--- config.mk ---
export PLATFORM = sky130hd
export DESIGN_NAME = shared_wport_mem
export DESIGN_NICKNAME = d
export VERILOG_FILES = /design/src/rtl/shared_wport_mem.sv
export SDC_FILE = /design/constraint.sdc
export NUM_CORES = 1
export LEC_CHECK = 0
export BUFFER_PORTS_ARGS = -buffer_cell sky130_fd_sc_hd__buf_2
export CORE_MARGIN = 3
export CORE_UTILIZATION = 32
export DETAILED_ROUTE_END_ITERATION = 8
export GPL_TIMING_DRIVEN = 0
export PLACE_DENSITY = 0.51
export SYNTH_ARGS = -nofsm -noshare
export SYNTH_HDL_FRONTEND = slang
export SYNTH_SLANG_ARGS = --single-unit
--- constraint.sdc ---
create_clock -name clk -period 7.2 [get_ports clk]
set_clock_uncertainty 0.1 [all_clocks]
set_input_delay 1.08 -clock clk [delete_from_list [all_inputs] [get_ports clk]]
set_output_delay 1.08 -clock clk [all_outputs]
set_load 0.05 [all_outputs]
--- src/rtl/shared_wport_mem.sv ---
// Word-addressed memory whose single write port is shared by NCH slice writers
// through a valid/ready arbiter, with one registered read port and a stall counter.
module shared_wport_mem #(
    parameter int WORD_W         = 32,
    parameter int ADDR_W         = 4,
    parameter int SLICE_W        = 16,
    parameter int NCH            = 3,
    parameter int OFF_STEP       = 8,
    parameter int ARB_RR         = 0,
    parameter int RD_TRANSPARENT = 0,
    parameter int CNT_W          = 16,
    localparam int PTR_W         = (NCH > 1) ? $clog2(NCH) : 1
) (
    input  logic                    clk,
    input  logic                    rst,
    input  logic [NCH-1:0]          wr_valid,
    output logic [NCH-1:0]          wr_ready,
    input  logic [NCH*ADDR_W-1:0]   wr_addr,
    input  logic [NCH*SLICE_W-1:0]  wr_data,
    input  logic                    rd_en,
    input  logic [ADDR_W-1:0]       rd_addr,
    output logic [WORD_W-1:0]       rd_data,
    output logic                    rd_valid,
    output logic [CNT_W-1:0]        stall_cnt,
    output logic [PTR_W-1:0]        rr_ptr
);

    localparam int DEPTH = 1 << ADDR_W;

    if ((NCH - 1) * OFF_STEP + SLICE_W > WORD_W) begin : g_bad_geometry
        $error("shared_wport_mem: highest channel slice does not fit in WORD_W");
    end

    // Handshake: a channel raises wr_valid and holds address/data stable until it
    // sees wr_ready; the write commits on the rising edge where both are high.
    // wr_ready is combinational from wr_valid and rr_ptr, one-hot or zero.

    logic [WORD_W-1:0] mem [DEPTH];
    logic              gnt_any;
    logic [PTR_W-1:0]  gnt_idx;
    logic [ADDR_W-1:0] sel_addr;
    logic [SLICE_W-1:0] sel_data;
    logic [WORD_W-1:0] merged;
    logic              waiting;

    function automatic int wrap_idx(input int base, input int k);
        int c;
        c = base + k;
        if (c >= NCH) c = c - NCH;
        return c;
    endfunction

    always_comb begin
        gnt_any = 1'b0;
        gnt_idx = '0;
        if (!rst) begin
            if (ARB_RR == 0) begin
                // Descending scan so the lowest valid index is the last one kept.
                for (int i = NCH - 1; i >= 0; i--) begin
                    if (wr_valid[i]) begin
                        gnt_any = 1'b1;
                        gnt_idx = PTR_W'(i);
                    end
                end
            end else begin
                for (int k = NCH - 1; k >= 0; k--) begin
                    if (wr_valid[wrap_idx(int'(rr_ptr), k)]) begin
                        gnt_any = 1'b1;
                        gnt_idx = PTR_W'(wrap_idx(int'(rr_ptr), k));
                    end
                end
            end
        end
    end

    assign wr_ready = gnt_any ? (NCH'(1) << gnt_idx) : '0;
    assign sel_addr = wr_addr[gnt_idx*ADDR_W +: ADDR_W];
    assign sel_data = wr_data[gnt_idx*SLICE_W +: SLICE_W];
    assign waiting  = |(wr_valid & ~wr_ready);

    always_comb begin
        merged = mem[sel_addr];
        merged[gnt_idx*OFF_STEP +: SLICE_W] = sel_data;
    end

    // Memory contents are deliberately left out of reset.
    always_ff @(posedge clk) begin
        if (!rst && gnt_any) begin
            mem[sel_addr] <= merged;
        end
    end

    always_ff @(posedge clk) begin
        if (rst) begin
            rd_data  <= '0;
            rd_valid <= 1'b0;
        end else if (rd_en) begin
            rd_valid <= 1'b1;
            if (RD_TRANSPARENT != 0 && gnt_any && rd_addr == sel_addr) begin
                rd_data <= merged;
            end else begin
                rd_data <= mem[rd_addr];
            end
        end else begin
            rd_valid <= 1'b0;
        end
    end

    always_ff @(posedge clk) begin
        if (rst) begin
            rr_ptr    <= '0;
            stall_cnt <= '0;
        end else begin
            if (gnt_any) begin
                rr_ptr <= (gnt_idx == PTR_W'(NCH - 1)) ? '0 : gnt_idx + PTR_W'(1);
            end
            if (waiting && stall_cnt != '1) begin
                stall_cnt <= stall_cnt + CNT_W'(1);
            end
        end
    end

endmodule

==> impl_metrics.csv, run 1 <==
group,metric,value,unit
die,die_w,300,um
critical_path,critPathMaxFanout,16,
logic_synthesis,yosys-top-cells-area,"edfxtp_1 (56%), mux4_2 (14%), dfxtp_1 (3.7%)",
die,start_util,32.3,%
critical_path,cpMostUsedCell,"clkbuf_1",
timing,period_needed,6.17,ns
critical_path,end_kind,"register",
cts,cts_root_buffer,"clkbuf_16",
cts,ctsHoldBuffers,0,
timing,setup_viol,0,
place,dpl.hpwl,81700,um
logic_synthesis,synth_cell_type_count,65,
global_route,grt_pass1_vias,20800,
logic_synthesis,synth_nets,1973,
die,die-area,89800,um2
global_route,grt_pass1_wl,163000,um
logic_synthesis,synth.top_cell.area_share,55.7,%
cts,worstSkewPairLatency,0.67,ns
drt,drtIter0Drc,3540,
critical_path,arrival,6.33,ns
global_route,grt_overflow,0,
cts,cts.htree.levels,2,
pwr,ir_drop,0.187,mV
run,cap_viol_max_count,0,
logic_synthesis,netlist_instances,1896,
critical_path,slowest_delay,1.07,ns
cts,postCtsSetupRepairBufs,0,
drt,antenna_left,0,
cts,cts_tree,"done",
critical_path,start_kind,"input port",
outcome,status,"finished, violations left",
logic_synthesis,yosysWarnings,0,
critical_path,path_cells,"buf_2 > buf_4 > or3b_1 > clkbuf_1 > buf_1 > ha_1 > clkbuf_1 > nor2_1 > clkbuf_1 > a211oi_1 > a31oi_1",
logic_synthesis,synth_ff_type,"edfxtp_1",
cts,cts_buffers,61,
global_route,antenna_found_initial,3,
cts,clockBufferDepth,3,
die,ioPinCount,124,
timing,worstMarginPinSlew,1.56,ns
global_route,grt_use_total,25.8,%
drt,vias_per_cell,6.48,
layout,final_util,37.8,%
logic_synthesis,synth_area,27600,um2
cts,ctsResizeCount,0,
critical_path,critPathSlowestCell,"a31oi_1",
outcome,violations,"max-slew violations",
timing,max_slew_margin,-4.26,%
drt,routed_wl,119000,um
critical_path,cp.required,7.36,ns
layout,drive_above_1_share,22.7,%
die,die_h,300,um
critical_path,reg2reg_slack,4.68,ns
logic_synthesis,yosysSeqAreaShare,59.4,%
logic_synthesis,synthArstFlopShare,0,%
pwr,power.density,256,nW/um2
layout,nNetsFinal,2177,
pwr,power.total,8.26,mW
pwr,leakagePower,10.4,nW
critical_path,critPathKind,"in -> reg",
logic_synthesis,yosysMostFrequentCell,"edfxtp_1",
die,placementRows,107,
timing,grt_setup_unrepaired,"false",
layout,syn2layout_area_growth,16.9,%
place,portBuffers,118,
logic_synthesis,synth_edf_count,512,
logic_synthesis,postSynthAreaPerCell,14.5,um2
die,core-area,85300,um2
timing,hold_viol_final,0,
drt,drc,0,
drt,dr_total_vias,21400,
timing,final.setup.tns,0,ns
cts,clock-sinks,563,
place,gp_congestion,0.907,
cts,clk_pin_slew,0.06,ns
timing,finalCritPeriodShare,85.8,%
worst_hold_path,hold_path.class,"reg -> reg",
drt,first_pass_iters,5,
logic_synthesis,postSynthRegisterBits,563,
timing,slew_violations,9,
logic_synthesis,synth_common_cells,"edfxtp_1 (512), mux4_2 (173), o21ai_0 (138), clkbuf_1 (118), nor2_1 (116)",
drt,wire_per_inst,36.1,um
logic_synthesis,synth.largest_area_cell,"edfxtp_1",
global_route,grt_start_max_net_pins,20,
timing,fmax,162,MHz
==> final cells by class <==
type	count	area (um2)
repair buffers	141	1100
clock inverters	37	357
plain buffers	192	860
fillers	8007	53000
diodes	3	7.51
multi-input cells	1135	10500
clock buffers	79	1610
flip-flops and latches	563	16400
well taps	1144	1430
inverters	6	22.5
==> worst max-delay path, delay by kind of cell <==
| kind | cells | cell delay [ns] |
|---|---|---|
| compound gates | 2 | 1.40 |
| fa+ha+maj | 1 | 0.33 |
| buf+inv | 6 | 2.02 |
| simple gates | 2 | 1.47 |
==> placed cells by master, fill, tap and decap left out, drive strengths merged, types with 63 or more instances in the layout <==
cell type / count
a32oi: 63
a311oi: 73
edfxtp: 512
mux4: 173
nand2: 91
mux2i: 79
nor2: 119
buf: 213
clkbuf: 199
o21ai: 143
==> stage by stage <==
step | instances | hold WS [ns] | setup WS, ns | instance area [um2]
after floorplan | 1896 | 0.595 | 2.75 | 27600
after global placement | 3158 | 0.370 | -1.30 | 29600
after detailed placement | 3180 | 0.381 | 0.389 | 30200
after CTS | 3296 | 0.397 | 1.03 | 32200
after global routing | 3297 | 0.413 | 0.919 | 32200
final | 3300 | 0.390 | 1.03 | 32200
==> metal layers <==
layer	share of wire, %	wire length (um)	up-vias	GRT usage [%]
met5	0	0	-	0
met4	4.7	5620	0	10.6
met2	45	53300	1746	40.1
met3	13	15300	312	7.46
met1	38	44800	11000	34.1
li1	-	-	8330	-
==> sequential cells by signal, summed over array words and instances (netlist names) <==
signal	cells
mem	512
rd_valid	1
stall_cnt	16
rd_data	32
rr_ptr	2
==> report_power, final <==
part | leakage, nW | internal (mW) | total (mW) | switching, mW
Clock | 0.956 | 1.79 | 3.17 | 1.38
Sequential | 5.09 | 3.76 | 3.80 | 0.0352
Combinational | 4.36 | 0.368 | 1.28 | 0.917
Total | 10.4 | 5.92 | 8.26 | 2.33
==> path summary, 6_finish.rpt <==
| kind | from | to | depth (start not counted) |
|---|---|---|---|
| setup / recovery | wr_valid[1] | mem[3][13] | 11 |
| hold / removal | rd_data[1] | rd_data[1] | 2 |
| setup reg to reg | mem[1][22] | mem[1][22] | 4 |
| hold reg to reg | rd_data[1] | rd_data[1] | 2 |
==> cell families after synthesis <==
| kind of cell | after synthesis | synth area share (%) |
|---|---|---|
| flops | 563 | 59.4 |
| compound gates | 522 | 13.7 |
| simple gates | 341 | 5.92 |
| mux | 252 | 17.0 |
| buf+inv | 198 | 3.18 |
| xor+xnor | 13 | 0.413 |
| fa+ha+maj | 7 | 0.318 |
Note: power is estimated with default switching activity, not from simulation.
==> run 2, diff against run 1 <==
--- a/config.mk
+++ b/config.mk
@@ -11,6 +11,8 @@
 export DETAILED_ROUTE_END_ITERATION = 8
 export GPL_TIMING_DRIVEN = 0
 export PLACE_DENSITY = 0.51
+export REMOVE_ABC_BUFFERS = 1
+export SLEW_MARGIN = 20
 export SYNTH_ARGS = -nofsm -noshare
 export SYNTH_HDL_FRONTEND = slang
 export SYNTH_SLANG_ARGS = --single-unit
==> run 2 against run 1 <==
The run now ends clean. Fmax up 13%. Via count is 7.8% lower. Wire length decreased by 18%. Power is 0.67% higher. Die area unchanged. Worst hold slack got worse by 0.0062 ns. Register-to-register slack gained 0.16 ns. Clock power is 4% higher. Sequential power barely moved. Flip-flop and latch count did not move. Final cell count shrank 3.7%. Largest cell class unchanged.
==> impl_metrics.csv, run 2 (synthesis gave the netlist of run 1 again) <==
group,metric,value,unit
critical_path,r2r-start,"stall_cnt[4]",
die,core-area,85300,um2
critical_path,critical-path-top-delay-family,"simple AND/OR/NAND/NOR gates",
timing,setup_ws,1.72,ns
pwr,clkPwrFrac,39.9,%
cts,ctsResizeCount,0,
pwr,pwr-share-comb,14.5,%
place,gp_congestion,0.775,
drt,wire_per_inst,30.7,um
layout,top_regs,"mem x512, rd_data x32, stall_cnt x16",
pwr,leakagePower,10.8,nW
drt,routed_wl,97600,um
pwr,p_seq_share,45.6,%
timing,fmax,183,MHz
run,cap_viol_max_count,0,
worst_hold_path,hold_depth,2,
global_route,antenna_found_initial,0,
outcome,status,"finished, final reports clean",
cts,clockBufferDepth,3,
layout,fin_cells,3178,
critical_path,critPathSlowestCell,"or3_1",
global_route,grt_overflow,0,
drt,drtIter0Drc,2238,
timing,period_needed,5.48,ns
timing,hold_viol_final,0,
die,die-area,89800,um2
drt,drc,0,
critical_path,reg2regPathDepth,6,
die,placementRows,107,
critical_path,r2r-end,"stall_cnt[14]",
critical_path,arrival,5.70,ns
global_route,grt_use_total,21.4,%
critical_path,slowest_delay,0.83,ns
critical_path,critPathMaxFanout,48,
cts,cts_buffers,67,
cts,ctsHoldBuffers,0,
die,start_util,32.3,%
global_route,grt_start_max_net_pins,73,
pwr,internal-power,6.11,mW
cts,clk_pin_slew,0.05,ns
drt,dr_total_vias,19700,
critical_path,reg2reg_slack,4.84,ns
pwr,power.density,250,nW/um2
timing,worstMarginPinSlew,1.04,ns
critical_path,start_kind,"input port",
drt,vias_per_cell,6.20,
drt,first_pass_iters,6,
layout,mostFrequentLayoutCell,"edfxtp_1",
place,place_worst_setup_slack,0.639,ns
place,portBuffers,123,
worst_hold_path,hold_path.class,"reg -> reg",
critical_path,crit_buf_inv,2,
layout,num_antenna_cells,0,
layout,regMostFlops,"mem",
cts,worstSkewPairLatency,0.62,ns
cts,cts.htree.levels,3,
pwr,switching_share,26.5,%
timing,setup_viol,0,
layout,nNetsFinal,2057,
layout,drive_above_1_share,26.3,%
die,ioPinCount,124,
layout,largest_register_ffs,512,
timing,slew_violations,0,
global_route,grt_pass1_vias,19500,
cts,postCtsSetupRepairBufs,0,
critical_path,worstSetupStartpoint,"rst",
place,dpl.hpwl,61400,um
timing,grt_setup_unrepaired,"false",
global_route,grt_pass1_wl,141000,um
pwr,ir_drop,0.182,mV
critical_path,path_cells,"buf_4 > buf_16 > or3b_2 > ha_1 > or3_1 > nor2_1 > a211oi_1 > a41oi_2",
layout,final_cell_mix,"edfxtp_1 (512), mux4_2 (173), o21ai_0 (138)",
worst_hold_path,min_to,"rd_data[19]",
cts,cts_tree,"done",
layout,syn2layout_area_growth,20.6,%
die,die_w,300,um
drt,antenna_left,0,
worst_hold_path,hold_start,"rd_data[19]",
place,place_inst,3055,
timing,finalCritPeriodShare,76.1,%
layout,nFillCells,7838,
critical_path,cp.required,7.42,ns
critical_path,critPathKind,"in -> reg",
cts,cts_root_buffer,"clkbuf_16",
timing,max_slew_margin,30.6,%
die,die_h,300,um
pwr,power_switching,2.20,mW
critical_path,end_kind,"register",
cts,clock-sinks,563,
[run 2: power by group through the flow]
stage	Clock (mW)	Combinational, mW	Sequential, mW
after global placement	0	1.08	3.86
after floorplan	0	0.576	3.91
after CTS	3.38	1.19	3.79
after detailed placement	0	1.18	3.86
after global routing	3.51	1.28	3.80
final	3.31	1.21	3.79
[run 2: how the worst max path moves through the flow]
stage	depth (start not counted)	end	slack [ns]
floorplan	5	mem[0][30]	-3.03
global placement	6	mem[2][11]	-14.84
CTS	8	mem[3][8]	1.27
global route	7	wr_ready[1]	1.65
detailed placement	8	mem[8][13]	0.64
finish	8	mem[9][8]	1.72
[run 2: metal layers]
| metal | share of wire [%] | vias up | GRT usage, % | wire [um] |
|---|---|---|---|---|
| li1 | - | 8083 | - | - |
| met1 | 42 | 10200 | 30.0 | 40600 |
| met2 | 45 | 1210 | 32.6 | 43800 |
| met3 | 9.9 | 249 | 5.22 | 9660 |
| met4 | 3.6 | 0 | 7.28 | 3510 |
| met5 | 0 | - | 0 | 0 |
[run 2: layout make-up]
type	instances	area [um2]	share of cell area [%]
inverters	6	22.5	0.0677
multi-input cells	1135	10700	32.1
well taps	1144	1430	4.30
flip-flops and latches	563	16400	49.3
clock inverters	20	186	0.560
repair buffers	207	2630	7.89
clock buffers	103	1930	5.81
[run 2: worst register-to-register path: stages (launching register included)]
cell and delay (ns):
dfxtp_1 0.42, nand4_1 0.21, nor4_1 0.70, a21oi_1 0.37
nand4_1 0.21, xor2_1 0.16, nor2_1 0.05
[run 2: per-stage QoR]
| stage | utilization, % | cell area [um2] | hold slack (ns) | power (mW) | setup TNS (ns) |
|---|---|---|---|---|---|
| floorplan | - | 26700 | 0.592 | 4.49 | -1989.49 |
| global placement | 33.7 | 28800 | 0.373 | 4.95 | - |
| detailed placement | 36.4 | 31000 | 0.375 | 5.05 | 0 |
| CTS | 38.9 | 33100 | 0.389 | 8.36 | 0 |
| global route | 39.0 | 33300 | 0.422 | 8.58 | 0 |
| finish | 39.0 | 33300 | 0.384 | 8.31 | 0 |
